<file path="src/rtl/spi_regfile_peripheral_pkg.sv">
// Shared types and helpers for the SPI register-file peripheral.
package spi_pkg;

  typedef enum logic [1:0] {
    IDLE   = 2'd0,
    ACTIVE = 2'd1,
    COMMIT = 2'd2
  } state_e;

  localparam logic WR = 1'b1;
  localparam logic RD = 1'b0;

  function automatic int frame_len(input int addr_w, input int data_w);
    return 1 + addr_w + data_w;
  endfunction

endpackage

</file>
<file path="src/rtl/spi_regfile_peripheral_if.sv">
// SPI pin bundle between an external controller (master) and the peripheral (slave).
interface spi_regfile_peripheral_if;
  logic SCLK;
  logic COPI;
  logic nCS;
  logic CIPO;
  logic cipo_oe;

  modport master (output SCLK, output COPI, output nCS, input CIPO, input cipo_oe);
  modport slave  (input SCLK, input COPI, input nCS, output CIPO, output cipo_oe);
endinterface

</file>
<file path="src/rtl/spi_regfile_peripheral_sync.sv">
// Flop-chain synchroniser for one asynchronous pin, with a selectable reset level.
module spi_sync #(
  parameter int   STAGES    = 2,
  parameter logic RESET_VAL = 1'b0
) (
  input  logic clk,
  input  logic rst_n,
  input  logic d_i,
  output logic q_o
);

  logic [STAGES-1:0] chain_q;

  always_ff @(posedge clk or negedge rst_n) begin
    if (!rst_n) begin
      chain_q <= {STAGES{RESET_VAL}};
    end else begin
      chain_q <= {chain_q[STAGES-2:0], d_i};
    end
  end

  assign q_o = chain_q[STAGES-1];

endmodule

</file>
<file path="src/rtl/spi_regfile_peripheral.sv">
// SPI target (CPHA=0) writing a bank of configuration registers in the clk domain.
// Define SPI_READBACK_EN to enable register readback on CIPO during read frames.
module spi_regfile_peripheral
  import spi_pkg::*;
#(
  parameter int   NUM_REGS    = 5,
  parameter int   DATA_W      = 8,
  parameter int   ADDR_W      = 7,
  parameter int   SYNC_STAGES = 2,
  parameter logic CPOL        = 1'b0
) (
  input  logic                         clk,
  input  logic                         rst_n,
  spi_regfile_peripheral_if.slave      spi,
  output logic [NUM_REGS*DATA_W-1:0]   regs_flat,
  output logic [NUM_REGS-1:0]          wr_strobe,
  output logic                         frame_err
);

  localparam int FRAME_LEN = frame_len(ADDR_W, DATA_W);
  localparam int CNT_W     = $clog2(FRAME_LEN + 2);
  localparam logic [CNT_W-1:0] CNT_MAX  = CNT_W'(FRAME_LEN + 1);
  localparam logic [CNT_W-1:0] CNT_FULL = CNT_W'(FRAME_LEN);
  localparam logic [CNT_W-1:0] CNT_ADDR = CNT_W'(ADDR_W);

  logic sclk_s, copi_s, ncs_s, flushed;

  spi_sync #(.STAGES(SYNC_STAGES), .RESET_VAL(1'b0)) u_sync_sclk (
    .clk(clk), .rst_n(rst_n), .d_i(spi.SCLK), .q_o(sclk_s));
  spi_sync #(.STAGES(SYNC_STAGES), .RESET_VAL(1'b0)) u_sync_copi (
    .clk(clk), .rst_n(rst_n), .d_i(spi.COPI), .q_o(copi_s));
  spi_sync #(.STAGES(SYNC_STAGES), .RESET_VAL(1'b1)) u_sync_ncs (
    .clk(clk), .rst_n(rst_n), .d_i(spi.nCS), .q_o(ncs_s));
  // Goes high once the pin chains hold real pin values rather than reset values.
  spi_sync #(.STAGES(SYNC_STAGES), .RESET_VAL(1'b0)) u_sync_flush (
    .clk(clk), .rst_n(rst_n), .d_i(1'b1), .q_o(flushed));

  state_e                           state_q, state_d;
  logic                             sclk_prev_q;
  logic                             armed_q;
  logic [CNT_W-1:0]                 cnt_q, cnt_d;
  logic [FRAME_LEN-1:0]             shift_q, shift_d;
  logic [NUM_REGS-1:0]              strobe_q, strobe_d;
  logic                             err_q, err_d;
  logic [NUM_REGS-1:0][DATA_W-1:0]  regs_q;

  logic                             lead;
  logic                             frame_rw;
  logic [ADDR_W-1:0]                frame_addr;
  logic [DATA_W-1:0]                frame_data;
  logic                             addr_ok;

  assign lead = (CPOL == 1'b0) ? (sclk_s & ~sclk_prev_q) : (~sclk_s & sclk_prev_q);

  assign frame_rw   = shift_q[FRAME_LEN-1];
  assign frame_addr = shift_q[DATA_W +: ADDR_W];
  assign frame_data = shift_q[DATA_W-1:0];
  assign addr_ok    = ({1'b0, frame_addr} < (ADDR_W+1)'(NUM_REGS));

  // armed_q only sets after nCS is seen high post-reset, so a frame already in
  // progress at reset release is ignored until nCS returns high.
  always_ff @(posedge clk or negedge rst_n) begin
    if (!rst_n) begin
      state_q     <= IDLE;
      sclk_prev_q <= 1'b0;
      armed_q     <= 1'b0;
      cnt_q       <= '0;
      shift_q     <= '0;
      strobe_q    <= '0;
      err_q       <= 1'b0;
      regs_q      <= '0;
    end else begin
      state_q     <= state_d;
      sclk_prev_q <= sclk_s;
      armed_q     <= armed_q | (flushed & ncs_s);
      cnt_q       <= cnt_d;
      shift_q     <= shift_d;
      strobe_q    <= strobe_d;
      err_q       <= err_d;
      for (int r = 0; r < NUM_REGS; r++) begin
        if (strobe_d[r]) begin
          regs_q[r] <= frame_data;
        end
      end
    end
  end

  always_comb begin
    state_d  = state_q;
    cnt_d    = cnt_q;
    shift_d  = shift_q;
    strobe_d = '0;
    err_d    = 1'b0;
    case (state_q)
      IDLE: begin
        cnt_d   = '0;
        shift_d = '0;
        if (armed_q && !ncs_s) begin
          state_d = ACTIVE;
        end
      end
      ACTIVE: begin
        if (ncs_s) begin
          state_d = COMMIT;
        end else if (lead) begin
          shift_d = {shift_q[FRAME_LEN-2:0], copi_s};
          if (cnt_q != CNT_MAX) begin
            cnt_d = cnt_q + 1'b1;
          end
        end
      end
      COMMIT: begin
        state_d = IDLE;
        if (cnt_q == CNT_FULL) begin
          if (frame_rw == WR) begin
            if (addr_ok) begin
              for (int r = 0; r < NUM_REGS; r++) begin
                if (frame_addr == ADDR_W'(r)) begin
                  strobe_d[r] = 1'b1;
                end
              end
            end else begin
              err_d = 1'b1;
            end
          end
        end else if (cnt_q != '0) begin
          err_d = 1'b1;
        end
      end
      default: state_d = IDLE;
    endcase
  end

  assign regs_flat = regs_q;
  assign wr_strobe = strobe_q;
  assign frame_err = err_q;

`ifdef SPI_READBACK_EN
  logic              trail;
  logic              rd_load;
  logic [ADDR_W-1:0] rd_addr;
  logic [DATA_W-1:0] rd_val;
  logic [DATA_W-1:0] out_shift_q;
  logic              rd_phase_q;
  logic              cipo_q;

  assign trail   = (CPOL == 1'b0) ? (~sclk_s & sclk_prev_q) : (sclk_s & ~sclk_prev_q);
  // Load on the leading edge that completes the address field.
  assign rd_load = (state_q == ACTIVE) && !ncs_s && lead && (cnt_q == CNT_ADDR);
  assign rd_addr = shift_d[ADDR_W-1:0];

  always_comb begin
    rd_val = '0;
    for (int r = 0; r < NUM_REGS; r++) begin
      if (rd_addr == ADDR_W'(r)) begin
        rd_val = regs_q[r];
      end
    end
  end

  always_ff @(posedge clk or negedge rst_n) begin
    if (!rst_n) begin
      out_shift_q <= '0;
      rd_phase_q  <= 1'b0;
      cipo_q      <= 1'b0;
    end else if (state_q != ACTIVE) begin
      out_shift_q <= '0;
      rd_phase_q  <= 1'b0;
      cipo_q      <= 1'b0;
    end else if (rd_load) begin
      out_shift_q <= rd_val;
      rd_phase_q  <= (shift_d[ADDR_W] == RD);
    end else if (trail) begin
      if (rd_phase_q && (cnt_q < CNT_FULL)) begin
        cipo_q      <= out_shift_q[DATA_W-1];
        out_shift_q <= {out_shift_q[DATA_W-2:0], 1'b0};
      end else begin
        cipo_q <= 1'b0;
      end
    end
  end

  assign spi.CIPO    = cipo_q;
  assign spi.cipo_oe = (state_q == ACTIVE);
`else
  assign spi.CIPO    = 1'b0;
  assign spi.cipo_oe = 1'b0;
`endif

endmodule

</file>
<file path="src/flat_wrapper.sv">
// flat-port wrapper written by rule: the top's interface ports become plain ports
module spi_regfile_peripheral_flat import spi_pkg::*;
#(
  parameter int   NUM_REGS    = 5,
  parameter int   DATA_W      = 8,
  parameter int   ADDR_W      = 7,
  parameter int   SYNC_STAGES = 2,
  parameter logic CPOL        = 1'b0
)
  (clk, rst_n, regs_flat, wr_strobe, frame_err, spi_SCLK, spi_COPI, spi_nCS, spi_CIPO, spi_cipo_oe);
  spi_regfile_peripheral_if spi_i ();
  input  logic clk;
  input  logic rst_n;
  output logic [NUM_REGS*DATA_W-1:0] regs_flat;
  output logic [NUM_REGS-1:0] wr_strobe;
  output logic frame_err;
  input wire logic [$bits(spi_i.SCLK)-1:0] spi_SCLK;
  input wire logic [$bits(spi_i.COPI)-1:0] spi_COPI;
  input wire logic [$bits(spi_i.nCS)-1:0] spi_nCS;
  output wire logic [$bits(spi_i.CIPO)-1:0] spi_CIPO;
  output wire logic [$bits(spi_i.cipo_oe)-1:0] spi_cipo_oe;
  assign spi_i.SCLK = spi_SCLK;
  assign spi_i.COPI = spi_COPI;
  assign spi_i.nCS = spi_nCS;
  assign spi_CIPO = spi_i.CIPO;
  assign spi_cipo_oe = spi_i.cipo_oe;
  spi_regfile_peripheral #(.NUM_REGS(NUM_REGS), .DATA_W(DATA_W), .ADDR_W(ADDR_W), .SYNC_STAGES(SYNC_STAGES), .CPOL(CPOL)) u_core (.clk(clk), .rst_n(rst_n), .spi(spi_i), .regs_flat(regs_flat), .wr_strobe(wr_strobe), .frame_err(frame_err));
endmodule
</file>
<file path="config.mk">
export PLATFORM = sky130hd
export DESIGN_NAME = spi_regfile_peripheral_flat
export DESIGN_NICKNAME = d
export VERILOG_FILES = /design/src/rtl/spi_regfile_peripheral_pkg.sv /design/src/rtl/spi_regfile_peripheral_if.sv /design/src/rtl/spi_regfile_peripheral_sync.sv /design/src/rtl/spi_regfile_peripheral.sv /design/src/flat_wrapper.sv
export SDC_FILE = /design/constraint.sdc
export NUM_CORES = 1
export LEC_CHECK = 0
export CELL_PAD_IN_SITES_DETAIL_PLACEMENT = 0
export CELL_PAD_IN_SITES_GLOBAL_PLACEMENT = 1
export CORE_AREA = 4 4 75 84
export CTS_BUF_LIST = sky130_fd_sc_hd__clkbuf_8
export DETAILED_ROUTE_END_ITERATION = 10
export DIE_AREA = 0 0 79 88
export DONT_BUFFER_PORTS = 1
export GPL_ROUTABILITY_DRIVEN = 0
export PLACE_DENSITY = 0.92
export SETUP_SLACK_MARGIN = 0.4
export SYNTH_ARGS = -nofsm -noshare
export SYNTH_HDL_FRONTEND = slang
export SYNTH_SLANG_ARGS = --single-unit
</file>
<file path="constraint.sdc">
create_clock -name clk -period 4.4 [get_ports clk]
set_clock_uncertainty 0.15 [all_clocks]
set_input_delay 0.22 -clock clk [delete_from_list [all_inputs] [get_ports clk]]
set_output_delay 0.22 -clock clk [all_outputs]
set_load 0.03 [all_outputs]
</file>
# After elaboration in Yosys (flattened, before gate mapping)
# Index checks and enable logic that the tools add are counted.
word_totals:
  ff_bits: 79
  output_inout_bits: 48
  inputBits: 5
  elab_cells: 68
op_classes:
  n_mux: 24
  magnitude_cmp: 1
  add_sub_neg: 1
  reduce_logical: 9
  eq_ne: 13
  n_bitwise: 4
ops:
  columns: ["operator", "count"]
  rows:
  - ["$mux 5", 7]
  - ["$mux 16", 2]
  - ["$pmux 16 s2", 1]
  - ["$eq 7x2->1 const B", 2]
  - ["$mux 1", 10]
  - ["$pmux 5 s2", 1]
  - ["$eq 7x1->1 const B", 1]
  - ["$eq 7x3->1 const B", 1]
  - ["$logic_not 7->1", 1]
  - ["$lt 7x3->1 const B", 1]
  - ["$ne 2x1->1 const B", 3]
  - ["$add 5x1->5 const B", 1]
  - ["$eq 5x5->1 const B", 1]
  - ["$ne 5x5->1 const B", 1]
  - ["$reduce_bool 5->1", 1]
  - ["$mux 2", 2]
  - ["$ne 2x2->1 const B", 2]
  - ["$pmux 2 s2", 1]
  - ["$reduce_and 4->1", 1]
  - ["$reduce_and 3->1", 1]
  - ["$and 1x1->1", 2]
  - ["$eq 2x1->1 const B", 1]
  - ["$eq 2x2->1 const B", 1]
  - ["$logic_not 2->1", 1]
  - ["other kinds (6)", 6]

# Depth between registers and ports, before layout
# Gate-level depths: netlist of the first run.
logic_depth:
  ltp_word: 6
  depth_mapped: 5
  mapped_depth_nobuf: 5

# Hierarchy
# Synthesis of the first run repeated with hierarchy kept, for this count alone.
unflattened:
  hier_cells: 203
  hier_area_um2: 3081.7
modules_own_cells:
  columns: ["module", "area_each_um2", "instances", "seq_area_each_um2", "cells_each"]
  rows:
  - ["spi_regfile_peripheral", 2879.0, 1, 1776.7, 195]
  - ["spi_sync at u_core.u_sync_copi ...", 50.0, 3, 50.0, 2]
  - ["spi_sync at u_core.u_sync_ncs", 52.6, 1, 52.6, 2]

# Worst setup path after synthesis of the first run
# Ideal clock, no wire load.
synth_path:
  kind: "register to register"
  from: "register u_core.cnt_q[0]"
  to: "register u_core.regs_q (netlist bit u_core.regs_flat[0])"
  required_time_ns: 4.125
  t_arrival_ns: 1.642
  stages_incl_launch_ff: 6
  setup_slack_ns: 2.483
  n_path_buf: 0
  period_less_slack_ns: 1.917
  setup_time_ns: 0.125
  path_cell_list: "dfrtp_1 > inv_1 > ha_1 > nor3b_2 > nand4_2 > mux2_2"
synth_between:
  elab_chain_cells: 3
synth_lines:
  columns: ["element", "line_no", "text"]
  rows:
  - ["from (decl)", "spi_regfile_peripheral.sv:41", "logic [CNT_W-1:0] cnt_q, cnt_d;"]
  - ["from (signal assigned)", "spi_regfile_peripheral.sv:76", "cnt_q <= cnt_d;"]
  - ["$eq 5x5->1", "spi_regfile_peripheral.sv:114", "if (cnt_q == CNT_FULL) begin"]
  - ["$mux 5", "spi_regfile_peripheral.sv:114", null]
  - ["$mux 5", "spi_regfile_peripheral.sv:94", "case (state_q)"]
  - ["to (signal, indexed assignment)", "spi_regfile_peripheral.sv:82", "regs_q[r] <= frame_data;"]
  - ["to (decl)", "spi_regfile_peripheral.sv:45", "logic [NUM_REGS-1:0][DATA_W-1:0] regs_q;"]
# Every way passes these cells.
# A chain may end at the register's enable or synchronous reset.

# Worst setup path in the final report of the first run
layout_path:
  from: "register u_core.cnt_q[1]"
  to: "register u_core.regs_q (netlist bit u_core.regs_flat[7])"
# The elaborated chain is that of the path after synthesis.

==> impl_results.md, run 1 <==
- Status: finished clean
- Synth top area share: 62.2%
- Root Buffer: clkbuf_8
- Critical Path Fanout Max: 9
- FF+latch count, synth: 79
- Clk buf depth: 2
- CTS Buf Count: 9
- Die ar.: 0.00695 sq mm
- Max Slew Vio Count: 0
- CP peak stage delay: 0.49 ns
- Via density per instance: 5.78
- Crit start category: flop
- RSZ-0062 raised after global routing: false
- DRC: 0
- Width of the die: 79 um
- Max_slew headroom: 55.0%
- Vias: 1706
- Nets: 223
- Pleak: 0.00168 uW
- Number of synthesized flops with an enable pin: 0
- Min Tclk post-route: 2.31 ns
- Cell count after synthesis: 206
- Clk slew on worst S/H paths: 0.08 ns
- Fmax: 0.432 GHz
- DRT antenna net count: 0
- Worst skew pair latency: 0.34 ns
- Slowest CP cell: nor3b_2
- Post-Layout Cell Count: 295
- CP arrival: 2.40 ns
- Row count: 28
- Netlist cell types: 41
- Grt total ovfl: 0
- Vias in the first global route: 1802
- Dpl hpwl: 3.59 mm
- Worst path cell trace: inv_1 -> ha_1 -> nor3b_2 -> nand4_2 -> mux2_2
- Area grow syn2layout: 9.85%
- Gr usage total: 18.3%
- Post-CTS Setup Bufs: 0
- Boundary Pins: 53
- Post-Syn Area: 0.00310 sq mm
- Initial antenna violation count: 0
- Avg Inst Size Synth: 15.0 sq um
- First-pass GRT wire length: 9.53 mm
- Core area: 0.00540 sq mm
- H-tree depth: 3
- Final hold violations: 0
- Initial Util: 57.4%
- CP endpoint kind: flop
- Crit Path Category: reg -> reg
- Die H: 88 um
- Max Cap Viol: 0
- Worst vdd ir: 0.322 mV
- Pwr dens: 379 mW/mm^2
- Post-CTS sizing: 0
- CTS tree: yes
- Largest net degree at the start of global routing: 80
- Fin crit share: 52.6%
- First-pass DRT Iterations: 4
- Placed insts: 274
- Ys Warns: 0
- Area leader, netlist: dfrtp_1
- Setup-failing EPs final: 0
- WL final: 5.62 mm
- Worst-Margin Slew: 0.673 ns
- Sequential share of the synthesized area: 63.9%
- Number of fill cells in the layout: 424
- Min-Delay Path Class: reg -> reg
- Top_reg_cell synth: dfrtp_1
- Post-synth ARST share: 100%
- Proportion of layout cells with a drive suffix above 1: 31.8%
- Final setup TNS: 0 ns
- Antenna cells: 0
- Initial DRC Count: 109
- Port Buf Inserts: 0
- WP data required: 4.48 ns
- Wire per inst: 19.1 um
- Top cells by area, synth: dfrtp_1, mux2_2, a22o_1
- CTS sink cnt: 79
==> critical path: cells and delay by family (launching register included) <==
kind / cells / cell delay [ns]
fa+ha+maj: 1 / 0.13
buf+inv: 1 / 0.10
flops: 1 / 0.44
mux: 1 / 0.42
simple gates: 2 / 0.96
==> kinds of logic after synthesis <==
| logic type | share of synthesized area, % |
|---|---|
| other | 0.242 |
| adder cells (fa/ha/maj) | 1.21 |
| AND/OR/NAND/NOR | 8.24 |
| buffers and inverters | 2.54 |
| multiplexers | 15.2 |
| flip-flops | 63.9 |
| AO/OA/AOI/OAI | 8.68 |
==> stage by stage <==
| step | hold slack (ns) | total power, uW | setup slack [ns] | util (%) | instance area (sq um) |
|---|---|---|---|---|---|
| after global routing | 0.217 | 1340 | 1.89 | 63.1 | 3400 |
| after detailed placement | -0.224 | 778 | 2.09 | 58.3 | 3150 |
| after CTS | 0.208 | 1310 | 2.08 | 63.1 | 3400 |
| after floorplan | -0.226 | 776 | 2.48 | - | 3100 |
| final | 0.203 | 1290 | 2.09 | 63.1 | 3400 |
| after global placement | -0.224 | 777 | 2.17 | 58.3 | 3150 |
==> cell usage after synthesis, types with 2 or more instances <==
library cell	number
a21o_1	2
dfstp_2	2
mux2i_1	2
o21ai_0	5
clkbuf_1	2
nand3_1	2
o21bai_1	2
conb_1	2
mux2_2	40
inv_1	8
nor3b_1	3
buf_4	2
a211oi_1	3
a22o_1	14
nand2_1	3
dfrtp_1	77
ha_1	3
and3_1	3
a22o_2	2
buf_2	3
nand4_2	5
nor4b_1	2
==> metal layers <==
layer	wire length, um	global-route usage, %
met3	296	5.25
met2	2770	27.3
met5	0	0
met4	98	9.38
met1	2460	24.6
==> power by group <==
group          switching (uW)  total (uW)  internal (uW)
sequential               9.62         743            733
clock                     251         509            258
combinational            28.8        39.8           11.0
total                     290        1290           1000
==> what timing repair did <==
| item | 4_1_cts | 5_1_grt |
|---|---|---|
| endpoints found under the setup margin | 0 | 0 |
| hold buffers | 5 | 0 |
| endpoints found under the hold margin | 82 | 0 |
==> registers in the layout (all words and copies together) (netlist names) <==
register	cells
u_core.wr_strobe	5
u_core.u_sync_ncs.chain_q	2
u_core.sclk_prev_q	1
u_core.u_sync_copi.chain_q	2
u_core.shift_q	16
u_core.cnt_q	5
u_core.u_sync_flush.chain_q	2
u_core.state_q	2
u_core.u_sync_sclk.chain_q	2
u_core.frame_err	1
u_core.armed_q	1
u_core.regs_flat	40
==> worst paths after layout <==
path / startpoint / to / slack (ns) / depth (start not counted)
setup / recovery: u_core.cnt_q[1] / u_core.regs_flat[7] / 2.09 / 5
hold / removal: u_core.u_sync_sclk.chain_q[0] / u_core.u_sync_sclk.chain_q[1] / 0.20 / 0
setup reg to reg: u_core.cnt_q[1] / u_core.regs_flat[7] / 2.09 / 5
hold reg to reg: u_core.u_sync_sclk.chain_q[0] / u_core.u_sync_sclk.chain_q[1] / 0.20 / 0
max in group asynchronous: rst_n / u_core.u_sync_ncs.chain_q[0] / 3.51 / 2
min in group asynchronous: rst_n / u_core.state_q[0] / 0.27 / 2
==> cells in the final DEF, fill, tap and decap left out, types with 2 or more instances in the layout <==
cell type / instances
a211oi_1: 3
a21o_1: 2
a22o_1: 14
a22o_2: 2
and3_1: 3
clkbuf_8: 9
clkinv_2: 3
conb_1: 3
dfrtp_1: 77
dfstp_2: 2
dlygate4sd3_1: 4
ha_1: 3
inv_1: 9
mux2_2: 40
mux2i_1: 2
nand2_1: 3
nand3_1: 2
nand4_2: 5
nor3b_1: 3
nor4b_1: 2
o21ai_0: 5
o21bai_1: 2
==> final cells by class <==
| type | instances | area (sq um) | area share, % |
|---|---|---|---|
| clock buffers | 9 | 124 | 3.64 |
| multi-input cells | 112 | 1040 | 30.7 |
| flip-flops and latches | 79 | 1980 | 58.2 |
| repair buffers | 5 | 67.6 | 1.99 |
| inverters | 8 | 30.0 | 0.882 |
| clock inverters | 7 | 65.1 | 1.91 |
| well taps | 75 | 93.8 | 2.76 |
Note: power is estimated with default switching activity, not from simulation.
==> inputs of run 2 (changes only) <==
--- a/config.mk
+++ b/config.mk
@@ -7,13 +7,13 @@
 export LEC_CHECK = 0
 export CELL_PAD_IN_SITES_DETAIL_PLACEMENT = 0
 export CELL_PAD_IN_SITES_GLOBAL_PLACEMENT = 1
-export CORE_AREA = 4 4 75 84
+export CORE_AREA = 4 4 82 92
 export CTS_BUF_LIST = sky130_fd_sc_hd__clkbuf_8
 export DETAILED_ROUTE_END_ITERATION = 10
-export DIE_AREA = 0 0 79 88
+export DIE_AREA = 0 0 86 96
 export DONT_BUFFER_PORTS = 1
 export GPL_ROUTABILITY_DRIVEN = 0
-export PLACE_DENSITY = 0.92
+export PLACE_DENSITY = 0.82
 export SETUP_SLACK_MARGIN = 0.4
 export SYNTH_ARGS = -nofsm -noshare
 export SYNTH_HDL_FRONTEND = slang
==> constraint.sdc (replaced) <==
create_clock -name clk -period 2.1 [get_ports clk]
set_clock_uncertainty 0.15 [all_clocks]
set_input_delay 0.105 -clock clk [delete_from_list [all_inputs] [get_ports clk]]
set_output_delay 0.105 -clock clk [all_outputs]
set_load 0.03 [all_outputs]
==> run 2 against run 1 <==
Against the previous run: the flow now finishes with violations (hold timing); global-route usage fell by 2.4 points; utilization shrank 6.4 points; first-iteration DRC count increased by 54%; combinational power is 130% higher; critical path depth is 2 higher.
==> impl_results.md, run 2 (same netlist as run 1, synthesis figures left out) <==
- Initial Util: 47.3% (was 57.4%)
- Width of the die: 86 um (was 79 um)
- Antenna cells: 0 (unchanged)
- RSZ-0062 raised after global routing: true (was false)
- Row count: 31 (was 28)
- Post-Layout Cell Count: 320 (was 295)
- Root Buffer: clkbuf_8 (unchanged)
- Die H: 96 um (was 88 um)
- Hold slack: -0.709 ns (was 0.203 ns)
- Port Buf Inserts: 0 (unchanged)
- Worst-case reg-to-reg path depth: 7 (was 5)
- Placed insts: 293 (was 274)
- Hold-fix buffers at CTS: 3 (was 5)
- Boundary Pins: 53 (unchanged)
- Dpl hpwl: 3.80 mm (was 3.59 mm)
- Vias: 1828 (was 1706)
- Commonest non-fill, non-tap cell in the layout: dfrtp_1 (unchanged)
- Proportion of layout cells with a drive suffix above 1: 43.3% (was 31.8%)
- DRT antenna net count: 0 (unchanged)
- Dpl ws: 0.0386 ns (was 2.09 ns)
- Vias in the first global route: 1871 (was 1802)
- R2r startpoint: u_core.cnt_q[1] (unchanged)
- Number of fill cells in the layout: 504 (was 424)
- Nets: 241 (was 223)
- Grt total ovfl: 0 (unchanged)
- Flip-flop count of the largest register after layout: 40 (unchanged)
- Final hold violations: 79 (was 0)
- Commonest non-fill, non-tap cells in the layout: dfrtp_1, mux2_2, a22o_1 (unchanged)
- Wire per inst: 19.4 um (was 19.1 um)
- Clk buf depth: 2 (unchanged)
- Status: finished, violations left (was finished clean)
- Worst vdd ir: 0.532 mV (was 0.322 mV)
- WP data required: 2.18 ns (was 4.48 ns)
- CP endpoint kind: flop (unchanged)
- Area grow syn2layout: 20.0% (was 9.85%)
- Clk slew on worst S/H paths: 0.09 ns (was 0.08 ns)
- Power Total: 2780 uW (was 1290 uW)
- Worst skew pair latency: 0.35 ns (was 0.34 ns)
- CTS sink cnt: 79 (unchanged)
- Min Tclk post-route: 1.79 ns (was 2.31 ns)
- Fmax: 0.559 GHz (was 0.432 GHz)
- First-pass GRT wire length: 9.88 mm (was 9.53 mm)
- H-tree depth: 3 (unchanged)
- Worst R2R End: u_core.regs_flat[16] (was u_core.regs_flat[7])
- DRC: 0 (unchanged)
- Crit start category: flop (unchanged)
- First-pass DRT Iterations: 4 (unchanged)
- Critical Path Fanout Max: 6 (was 9)
- Die ar.: 0.00826 sq mm (was 0.00695 sq mm)
- Max Cap Viol: 0 (unchanged)
- Largest net degree at the start of global routing: 80 (unchanged)
- Final setup TNS: 0 ns (unchanged)
- Fin crit share: 85.2% (was 52.6%)
- Setup-failing EPs final: 0 (unchanged)
- Via density per instance: 5.71 (was 5.78)
- Pleak: 0.00179 uW (was 0.00168 uW)
- CTS Buf Count: 9 (unchanged)
- R2R Setup Slk: 0.31 ns (was 2.09 ns)
- Min-Delay Path Class: in -> async (was reg -> reg)
- Gr usage total: 15.9% (was 18.3%)
- Post-route setup slack: 0.310 ns (was 2.09 ns)
- Core area: 0.00656 sq mm (was 0.00540 sq mm)
- Initial DRC Count: 168 (was 109)
- Violations in the final reports: hold timing
- WL final: 6.19 mm (was 5.62 mm)
- CTS tree: yes (unchanged)
- Worst Setup SP: u_core.cnt_q[1] (unchanged)
- Pwr dens: 747 mW/mm^2 (was 379 mW/mm^2)
- CP arrival: 1.87 ns (was 2.40 ns)
- Max Slew Vio Count: 0 (unchanged)
- Setup crit end: u_core.regs_flat[16] (was u_core.regs_flat[7])
- Crit Path Category: reg -> reg (unchanged)
- Initial antenna violation count: 0 (unchanged)
run 2: cell count changes in the layout (fill, tap and decap cells not counted), sizes merged:
| cell | delta |
|---|---|
| buf | +19 |
| clkinv | -3 |
| inv | +2 |
| clkinvlp | +1 |
| dlygate4sd3 | -1 |
run 2: how the worst min path moves through the flow:
stage / from / end / slack, ns / cells after the start
final: rst_n / u_core.state_q[0] / -0.71 / 0
after global routing: rst_n / u_core.state_q[0] / -0.73 / 0
after CTS: rst_n / u_core.state_q[0] / -0.73 / 0
after detailed placement: rst_n / u_core.u_sync_sclk.chain_q[1] / -0.34 / 0
after global placement: rst_n / u_core.u_sync_sclk.chain_q[1] / -0.34 / 0
after floorplan: rst_n / u_core.armed_q / -0.34 / 0
run 2: through the flow:
| step | cell area (sq um) | utilization (%) |
|---|---|---|
| final | 3720 | 56.7 |
| after global routing | 3720 | 56.7 |
| after CTS | 3710 | 56.6 |
| after detailed placement | 3250 | 49.6 |
| after global placement | 3250 | 49.6 |
| after floorplan | 3110 | - |
run 2: where the power goes:
group | internal, uW | switching, uW
clock | 563 | 578
combinational | 37.8 | 54.2
sequential | 1540 | 8.10
run 2: worst max-delay path: stages, from the launching register on:
cell and delay [ns]:
dfrtp_1 0.41, inv_2 0.06, ha_1 0.13, nor3b_4 0.21, buf_12 0.17, nand4_4 0.10
buf_6 0.18, mux2_2 0.26
run 2: what timing repair did:
item                                    CTS  global route
endpoints found under the hold margin    82            79
gates cloned                              1             0
pin swaps                                 6             2
endpoints found under the setup margin   59            41
gates resized for setup                  30             3
setup buffers                             7             0
run 2: area by class of cell:
class / count / area [sq um] / area share, %
well taps: 82 / 103 / 2.76
clock inverters: 7 / 78.8 / 2.12
clock buffers: 9 / 124 / 3.33
flip-flops and latches: 79 / 1980 / 53.4
multi-input cells: 112 / 1170 / 31.5
inverters: 8 / 30.0 / 0.808
repair buffers: 23 / 226 / 6.09
run 2: metal layers:
metal	global-route usage (%)	part of all wire, %	up-vias
li1	-	-	811
met1	19.9	41	954
met2	25.1	51	53
met3	4.97	5.9	10
met4	7.92	1.8	0
met5	0	0	-
==> inputs of run 3 (changes only) <==
--- a/config.mk
+++ b/config.mk
@@ -5,7 +5,7 @@
 export SDC_FILE = /design/constraint.sdc
 export NUM_CORES = 1
 export LEC_CHECK = 0
-export CELL_PAD_IN_SITES_DETAIL_PLACEMENT = 0
+export CELL_PAD_IN_SITES_DETAIL_PLACEMENT = 1
 export CELL_PAD_IN_SITES_GLOBAL_PLACEMENT = 1
 export CORE_AREA = 4 4 82 92
 export CTS_BUF_LIST = sky130_fd_sc_hd__clkbuf_8
==> run 3 against run 2 <==
Against the previous run: the flow still finishes with violations (hold timing); fmax down 1.4%; sequential share of layout area down 0.19 points; worst setup slack worse by 0.026 ns; hold slack better by 0.0091 ns; cell area up 0.30%; die area unchanged; largest cell class unchanged; highest routed layer unchanged.
==> impl_results.md, run 3 (same netlist as run 1, synthesis figures left out) <==
- Status: finished, violations left (unchanged)
- Violations in the final reports: hold timing (unchanged)
- Pwr dens: 767 mW/mm^2 (was 747 mW/mm^2)
- WP data required: 2.19 ns (was 2.18 ns)
- Wire per inst: 21.9 um (was 19.4 um)
- Max Slew Vio Count: 0 (unchanged)
- Dpl hpwl: 4.18 mm (was 3.80 mm)
- Commonest non-fill, non-tap cell in the layout: dfrtp_1 (unchanged)
- Vias in the first global route: 2014 (was 1871)
- Top Family by Delay on Critical Path: flip-flops (was buffers and inverters)
- Worst path bufs/invs: 1 (was 3)
- Psw: 590 uW (was 640 uW)
- Hold slack: -0.700 ns (was -0.709 ns)
- DRC: 0 (unchanged)
- Internal power: 2270 uW (was 2140 uW)
- Clk slew on worst S/H paths: 0.08 ns (was 0.09 ns)
- Final instance area: 0.00373 sq mm (was 0.00372 sq mm)
- Die H: 96 um (unchanged)
- Critical Path Fanout Max: 8 (was 6)
- Final setup TNS: 0 ns (unchanged)
- Max Cap Viol: 0 (unchanged)
- H-tree depth: 3 (unchanged)
- CTS sink cnt: 79 (unchanged)
- Slowest CP cell: dfrtp_1 (unchanged)
- Final Util: 56.9% (was 56.7%)
- Worst skew pair latency: 0.34 ns (was 0.35 ns)
- Crit Path Category: reg -> reg (unchanged)
- Placed insts: 293 (unchanged)
- Sw Share: 20.6% (was 23.1%)
- Root Buffer: clkbuf_8 (unchanged)
- Placed inst area: 0.00325 sq mm (unchanged)
- Worst path cell trace: nor4bb_4 -> nand4_4 -> buf_6 -> mux2_2 (was inv_2 -> ha_1 -> nor3b_4 -> buf_12 -> nand4_4 -> buf_6 -> mux2_2)
- Grt total ovfl: 0 (unchanged)
- CP arrival: 1.90 ns (was 1.87 ns)
- Antenna cells: 0 (unchanged)
- Initial Util: 47.3% (unchanged)
- RSZ-0062 raised after global routing: true (unchanged)
- Crit start category: flop (unchanged)
- Worst vdd ir: 0.614 mV (was 0.532 mV)
- CP peak stage delay: 0.57 ns (was 0.41 ns)
- Nets: 241 (unchanged)
- Comb pwr share: 3.3% (about the same)
- Boundary Pins: 53 (unchanged)
- Clk buf depth: 2 (unchanged)
- First-pass GRT wire length: 11.2 mm (was 9.88 mm)
- Largest net degree at the start of global routing: 80 (unchanged)
- Gr usage total: 18.3% (was 15.9%)
- DRT antenna net count: 0 (unchanged)
- Initial antenna violation count: 0 (unchanged)
- Final hold violations: 79 (unchanged)
- Core area: 0.00656 sq mm (unchanged)
- Post-Layout Cell Count: 319 (was 320)
- WL final: 7.00 mm (was 6.19 mm)
- Initial DRC Count: 107 (was 168)
- Vias: 1830 (was 1828)
- Fin crit share: 86.5% (was 85.2%)
- Flip-flop count of the largest register after layout: 40 (unchanged)
- Min-Delay Path Class: in -> async (unchanged)
- Proportion of layout cells with a drive suffix above 1: 44.3% (was 43.3%)
- CTS tree: yes (unchanged)
- Via density per instance: 5.74 (was 5.71)
- Reg power frac: 54.0% (was 55.6%)
- Port Buf Inserts: 0 (unchanged)
- Hold-fix buffers at CTS: 3 (unchanged)
- Pleak: 0.00181 uW (was 0.00179 uW)
- Min Tclk post-route: 1.82 ns (was 1.79 ns)
- CTS Buf Count: 9 (unchanged)
- Number of fill cells in the layout: 613 (was 504)
- CP endpoint kind: flop (unchanged)
- Fmax: 0.551 GHz (was 0.559 GHz)
- Area grow syn2layout: 20.4% (was 20.0%)
- Die ar.: 0.00826 sq mm (unchanged)
- Setup-failing EPs final: 0 (unchanged)
- Row count: 31 (unchanged)
- Clock power share: 42.7% (was 41.1%)
- Width of the die: 86 um (unchanged)
- First-pass DRT Iterations: 4 (unchanged)
- Commonest non-fill, non-tap cells in the layout: dfrtp_1, mux2_2, a22o_1 (unchanged)
[run 3: cell count changes in the layout (fill, tap and decap cells not counted), moves of 2 or more]
cell	previous run	this run
buf_4	10	12
buf_6	9	7
clkinv_4	0	2
clkinvlp_4	2	0
ha_1	3	1
inv_6	2	0
[run 3: repair_timing]
item / 4_1_cts / 5_1_grt
buffers inserted: 6 / 2
endpoints found under the hold margin: 82 / 79
setup endpoints to repair: 58 / 43
pin swaps: 5 / 2
resized for setup: 29 / 3
[run 3: layout make-up]
type	instances	area, sq um	share of cell area, %
Sequential cell	79	1980	53.2
Multi-Input combinational cell	112	1170	31.5
Timing Repair Buffer	23	219	5.87
Clock buffer	10	138	3.69
Tap cell	82	103	2.75
Clock inverter	5	82.6	2.21
Inverter	8	30.0	0.805
[run 3: power by group through the flow]
stage                     Combinational, uW  Sequential, uW  Clock [uW]
after floorplan                        52.4            1580           0
after global placement                 66.4            1570           0
after detailed placement               68.7            1570           0
after CTS                              91.4            1540        1260
after global routing                    103            1550        1330
final                                  95.6            1550        1220
[run 3: stage by stage]
| step | total power, uW | hold slack [ns] | setup slack (ns) |
|---|---|---|---|
| after floorplan | 1630 | -0.341 | 0.273 |
| after global placement | 1640 | -0.338 | 0.103 |
| after detailed placement | 1640 | -0.339 | 0.0215 |
| after CTS | 2890 | -0.723 | 0.328 |
| after global routing | 2980 | -0.736 | 0.227 |
| final | 2860 | -0.700 | 0.284 |
[run 3: path summary, 6_finish.rpt]
kind,depth (start not counted),startpoint,slack (ns),endpoint
worst min register to register,0,u_core.u_sync_flush.chain_q[0],0.20,u_core.u_sync_flush.chain_q[1]
min in group clk,1,spi_nCS,0.15,u_core.u_sync_ncs.chain_q[0]
max in group asynchronous,0,rst_n,2.33,u_core.u_sync_ncs.chain_q[1]
worst max register to register,4,u_core.shift_q[8],0.28,u_core.regs_flat[27]
worst max-delay path,4,u_core.shift_q[8],0.28,u_core.regs_flat[27]
worst min-delay path,0,rst_n,-0.70,u_core.u_sync_sclk.chain_q[1]
[run 3: worst register-to-register path, cell delays in order (launching register included)]
cell and delay (ns):
dfrtp_1 0.57, nor4bb_4 0.36, nand4_4 0.18, buf_6 0.18
mux2_2 0.27
[run 3: metal layers]
| metal | share of wire [%] | GRT usage [%] | wire length [um] | vias up |
|---|---|---|---|---|
| li1 | - | - | - | 808 |
| met1 | 39 | 21.9 | 2750 | 958 |
| met2 | 53 | 30.4 | 3680 | 57 |
| met3 | 6.8 | 6.59 | 474 | 7 |
| met4 | 1.3 | 6.73 | 89 | 0 |
| met5 | 0 | 0 | 0 | - |
